--- src/rtl/cordic_result_collector.sv ---
// cordic_result_collector: picks the meaningful CORDIC outputs per operation, removes vectoring gain,
// buffers results in a show-ahead FIFO and hands out request credits so the non-stallable pipeline never overflows it
module cordic_result_collector #(
    parameter int INTEGER_BITS    = 3,
    parameter int FRACTIONAL_BITS = 30,
    parameter int FIFO_DEPTH      = 8,
    localparam int BITS           = INTEGER_BITS + FRACTIONAL_BITS
) (
    input  logic                   i_clk,
    input  logic                   i_rst_n,
    input  logic                   i_issue,
    output logic                   o_issue_ok,
    input  logic                   i_valid,
    input  logic signed [BITS-1:0] i_x,
    input  logic signed [BITS-1:0] i_y,
    input  logic signed [BITS-1:0] i_z,
    input  logic [1:0]             i_mode,
    input  logic                   i_rot_en,
    output logic                   o_valid,
    input  logic                   i_ready,
    output logic signed [BITS-1:0] o_res0,
    output logic signed [BITS-1:0] o_res1,
    output logic                   o_res1_en,
    output logic [1:0]             o_mode,
    output logic                   o_rot_en,
    output logic                   o_overflow
);
    localparam int AW = $clog2(FIFO_DEPTH);
    localparam int W  = 2 * BITS + 4;
    localparam int PW = 2 * BITS + 1;
    localparam longint KC = longint'(0.6072529350 * (2.0 ** FRACTIONAL_BITS));
    localparam longint KH = longint'(1.2074970678 * (2.0 ** FRACTIONAL_BITS));
    localparam logic signed [BITS-1:0] INV_K_CIRC = BITS'(KC);
    localparam logic signed [BITS-1:0] INV_K_HYP  = BITS'(KH);
    localparam logic signed [PW-1:0] HALF = PW'(1) << (FRACTIONAL_BITS - 1);
    localparam logic signed [PW-1:0] SMAX = PW'({1'b0, {(BITS-1){1'b1}}});
    localparam logic signed [PW-1:0] SMIN = -SMAX - PW'(1);
    localparam logic [AW:0] DEPTH = (AW+1)'(FIFO_DEPTH);

    logic lin, hyp;
    logic signed [BITS-1:0] k, sel0, sel1, mul_sat;
    logic signed [2*BITS-1:0] prod;
    logic signed [PW-1:0] scaled;

    // modes 00 and 10 (-2) both behave as linear
    assign lin     = ~i_mode[0];
    assign hyp     = i_mode == 2'b11;
    assign k       = hyp ? INV_K_HYP : INV_K_CIRC;
    assign prod    = (2*BITS)'(i_x) * (2*BITS)'(k);
    assign scaled  = (PW'(prod) + HALF) >>> FRACTIONAL_BITS;
    assign mul_sat = scaled > SMAX ? SMAX[BITS-1:0] : scaled < SMIN ? SMIN[BITS-1:0] : scaled[BITS-1:0];
    assign sel0    = lin ? (i_rot_en ? i_y : i_z) : (i_rot_en ? i_x : i_z);
    assign sel1    = lin ? '0 : (i_rot_en ? i_y : mul_sat);

    logic post_valid;
    logic [W-1:0] post_data, head;

    always_ff @(posedge i_clk) begin
        post_valid <= i_rst_n & i_valid;
        post_data  <= {sel0, sel1, ~lin, i_mode, i_rot_en};
    end

    logic [W-1:0] mem [FIFO_DEPTH];
    logic [AW-1:0] wr_ptr, rd_ptr;
    logic [AW:0] count, reserved;
    logic empty, full, pop, wr, take, dec;

    assign empty      = count == '0;
    assign full       = count == DEPTH;
    assign pop        = o_valid & i_ready;
    assign wr         = post_valid & (~full | pop);
    // an issue coinciding with a pop reuses the slot being freed
    assign take       = i_issue & (o_issue_ok | pop);
    assign dec        = pop & (reserved != '0);
    assign o_issue_ok = reserved < DEPTH;
    assign o_valid    = ~empty;
    assign head       = empty ? '0 : mem[rd_ptr];
    assign {o_res0, o_res1, o_res1_en, o_mode, o_rot_en} = head;

    always_ff @(posedge i_clk) begin
        if (wr)
            mem[wr_ptr] <= post_data;
    end

    always_ff @(posedge i_clk) begin
        if (!i_rst_n) begin
            wr_ptr     <= '0;
            rd_ptr     <= '0;
            count      <= '0;
            reserved   <= '0;
            o_overflow <= 1'b0;
        end else begin
            if (wr)
                wr_ptr <= wr_ptr + AW'(1);
            if (pop)
                rd_ptr <= rd_ptr + AW'(1);
            count      <= count + (AW+1)'(wr) - (AW+1)'(pop);
            reserved   <= reserved + (AW+1)'(take) - (AW+1)'(dec);
            o_overflow <= o_overflow | (post_valid & ~wr) | (i_issue & ~take);
        end
    end
endmodule

--- config.mk ---
export PLATFORM = sky130hd
export DESIGN_NAME = cordic_result_collector
export DESIGN_NICKNAME = d
export VERILOG_FILES = /design/src/rtl/cordic_result_collector.sv
export SDC_FILE = /design/constraint.sdc
export NUM_CORES = 2
export LEC_CHECK = 0
export BUFFER_PORTS_ARGS = -buffer_cell sky130_fd_sc_hd__clkbuf_2
export CORE_MARGIN = 5
export CORE_UTILIZATION = 45
export DETAILED_ROUTE_END_ITERATION = 8
export HOLD_SLACK_MARGIN = 0.03
export PLACE_DENSITY = 0.68
export SLEW_MARGIN = 40
export SYNTH_ARGS = -nofsm -noshare
export SYNTH_HDL_FRONTEND = slang
export SYNTH_SLANG_ARGS = --single-unit
--- constraint.sdc ---
create_clock -name i_clk -period 10.8 [get_ports i_clk]
set_clock_uncertainty 0.1 [all_clocks]
set_input_delay 2.16 -clock i_clk [delete_from_list [all_inputs] [get_ports i_clk]]
set_output_delay 2.16 -clock i_clk [all_outputs]
set_load 0.1 [all_outputs]
==> metrics.csv <==
metric,value,unit
CTS H-Tree Depth,2,
Critical Path AT,10540,ps
critical path class,input pin to flip-flop,
count of cell types in the netlist,63,
site row count,123,
minimum clock period,10140,ps
root buffer cell,clkbuf_16,
clk_lat worst skew,660,ps
CTS Sinks,640,
CTS tree,done,
multi-input logic area,0.0290,mm^2
core area,0.112,mm^2
# hold bufs at CTS,0,
Starting Density,0.452,
die width,346,um
Fmax,98.6,MHz
vias,31100,
largest net degree at the start of global routing,72,
"Async S/R FF share, synth",0,
Critical Path Fanout Max,43,
DR WL/cell,24.6,um
final max-slew violation count,0,
DRT antenna net count,0,
run status,"complete, no violations",
Post-route DRC,0,
synth warn,0,
# fillers,9684,
WP data required,11200,ps
Worst-path clk slew,60,ps
initial DRC count,2958,
Slew headroom,0.426,
Worst Setup Start Kind,input pin,
Post-synth EDFFs,552,
vias in the first global route,33600,
initial antenna violation count,16,
"Cell Count, Final, Fillers Out",5815,
Min-Delay Path Class,flip-flop to flip-flop,
final number of hold-violating endpoints,0,
setup TNS,0,ps
CP dominant cell by count,fa_1,
total CTS buffers,59,
CP peak stage delay,540,ps
DP Cell Count,5699,
worst slew pin tran,861,ps
Setup-failing EPs final,0,
PortBufs,179,
crit end category,flip-flop,
synthesis-stage register bit count,640,
post_cts resized,0,
chip height,346,um
register area,0.0183,mm^2
I/O Pins,180,
ys flop type,edfxtp_1,
post-DP HPWL,115000,um
Area Overhead vs Synth,10.7,%
period utilisation layout,0.939,
"wirelength, routed",143000,um
Avg Inst Size Synth,12.7,um^2
Post-CTS Setup Bufs,0,
GP Congestion,0.995,
Post-Syn Area,0.0507,mm^2
gr ovfl total,0,
nets,5412,
Max Cap Viol,0,
Pre-antenna DRT Iters,6,
RSZ-0062 raised after global routing,no,
first-pass GRT wire length,214000,um
global-route usage over all layers,0.240,
Die ar.,0.120,mm^2
routed vias/inst,5.34,
"Seq/Total Area, Yosys",0.362,
CTS Buffer Depth,3,
fraction of layout cells with a size suffix above 1,0.130,
CP max stage cell,fa_1,
Mapped Cells,3992,
-- final cells by class --
type	instances	share of cell area
diodes	3	0.000134
clock buffers	81	0.0292
clock inverters	31	0.00426
inverters	831	0.0556
multi-input cells	2430	0.516
flip-flops and latches	640	0.327
well taps	1500	0.0334
repair buffers	299	0.0344
-- layer usage --
metal	track usage	wire (um)	vias up
met4	0.0763	5300	14
met3	0.0663	14500	257
met5	0	81	-
li1	-	-	13600
met1	0.327	57600	15900
met2	0.379	65500	1357
-- placed cells by master (no fill, tap or decap), drive strengths merged, types with 88 or more instances in the layout --
cell type / instances
a21oi: 151
buf: 122
clkbuf: 258
dfxtp: 88
edfxtp: 552
fa: 727
ha: 317
inv: 832
mux2i: 104
mux4: 138
nand2: 231
nor2: 181
o21ai: 91
xnor2: 111
-- synthesized netlist by cell type (all sizes together), types with 4 or more instances --
library cell,n,area share
mux4,138,0.061
o211ai,7,0.0010
nor2b,5,0.00062
nor4,7,0.00086
a21boi,4,0.00059
o21ai,91,0.0091
nand2b,30,0.0037
nand3,24,0.0024
nor2,181,0.013
ha,317,0.078
a21oi,151,0.015
mux2i,104,0.021
dfxtp,88,0.035
o21bai,12,0.0018
and3,43,0.0053
xnor2,111,0.019
or3,7,0.00096
nand2,231,0.017
and2,23,0.0028
nand4,17,0.0022
buf,38,0.0034
xor2,32,0.0055
a221oi,5,0.00086
maj3,6,0.0012
edfxtp,552,0.33
o31ai,6,0.0012
a21o,19,0.0028
nor3,16,0.0016
inv,830,0.061
fa,727,0.29
a31oi,10,0.0015
a211oi,8,0.0012
clkbuf,112,0.0083
or2,13,0.0016
-- flip-flops by register name (all words and copies together) (netlist names), named ones only --
register	cells
count	4
mem	552
o_overflow	1
post_data	69
post_valid	1
rd_ptr	3
reserved	4
wr_ptr	3
-- cells by family (layout without fill, tap and decap cells) --
logic type,count (synthesis),in the layout,share of synthesized area
AOI/OAI and AO/OA,334,334,0.0391
and+or+nand+nor,599,599,0.0529
buffers and inverters,981,1242,0.0732
muxes,243,243,0.0820
xor gates and xnor gates,143,143,0.0247
other,2,64,0.000148
DFF,640,640,0.362
adders and majority gates,1050,1050,0.366
-- per-stage QoR --
stage	hold slack [ps]	worst slack, ps	util	cell area (um^2)
2_1_floorplan	367	464	-	50900
3_3_place_gp	382	-11.8	0.482	54100
3_5_place_dp	382	-59.6	0.483	54200
4_1_cts	395	575	0.500	56100
5_1_grt	424	147	0.500	56100
6_report	390	662	0.500	56100
-- final timing paths --
kind              startpoint  slack [ps]             to  cells past startpoint
setup reg to reg    count[2]        6780     mem[1][38]                     10
hold / removal     rd_ptr[1]         390      flip-flop                      2
setup / recovery   i_mode[0]         660  post_data[23]                     31
hold reg to reg    rd_ptr[1]         390      flip-flop                      2
-- worst max-delay path: cells and delay by family --
family | cells | cell delay [ps]
buf+inv | 8 | 1320
simple gates | 6 | 1120
compound gates | 6 | 1370
fa+ha+maj | 8 | 3790
xor+xnor | 3 | 700
Power is not shown: default switching activity piles up to over one toggle a cycle in this logic, so the estimate is an artifact.
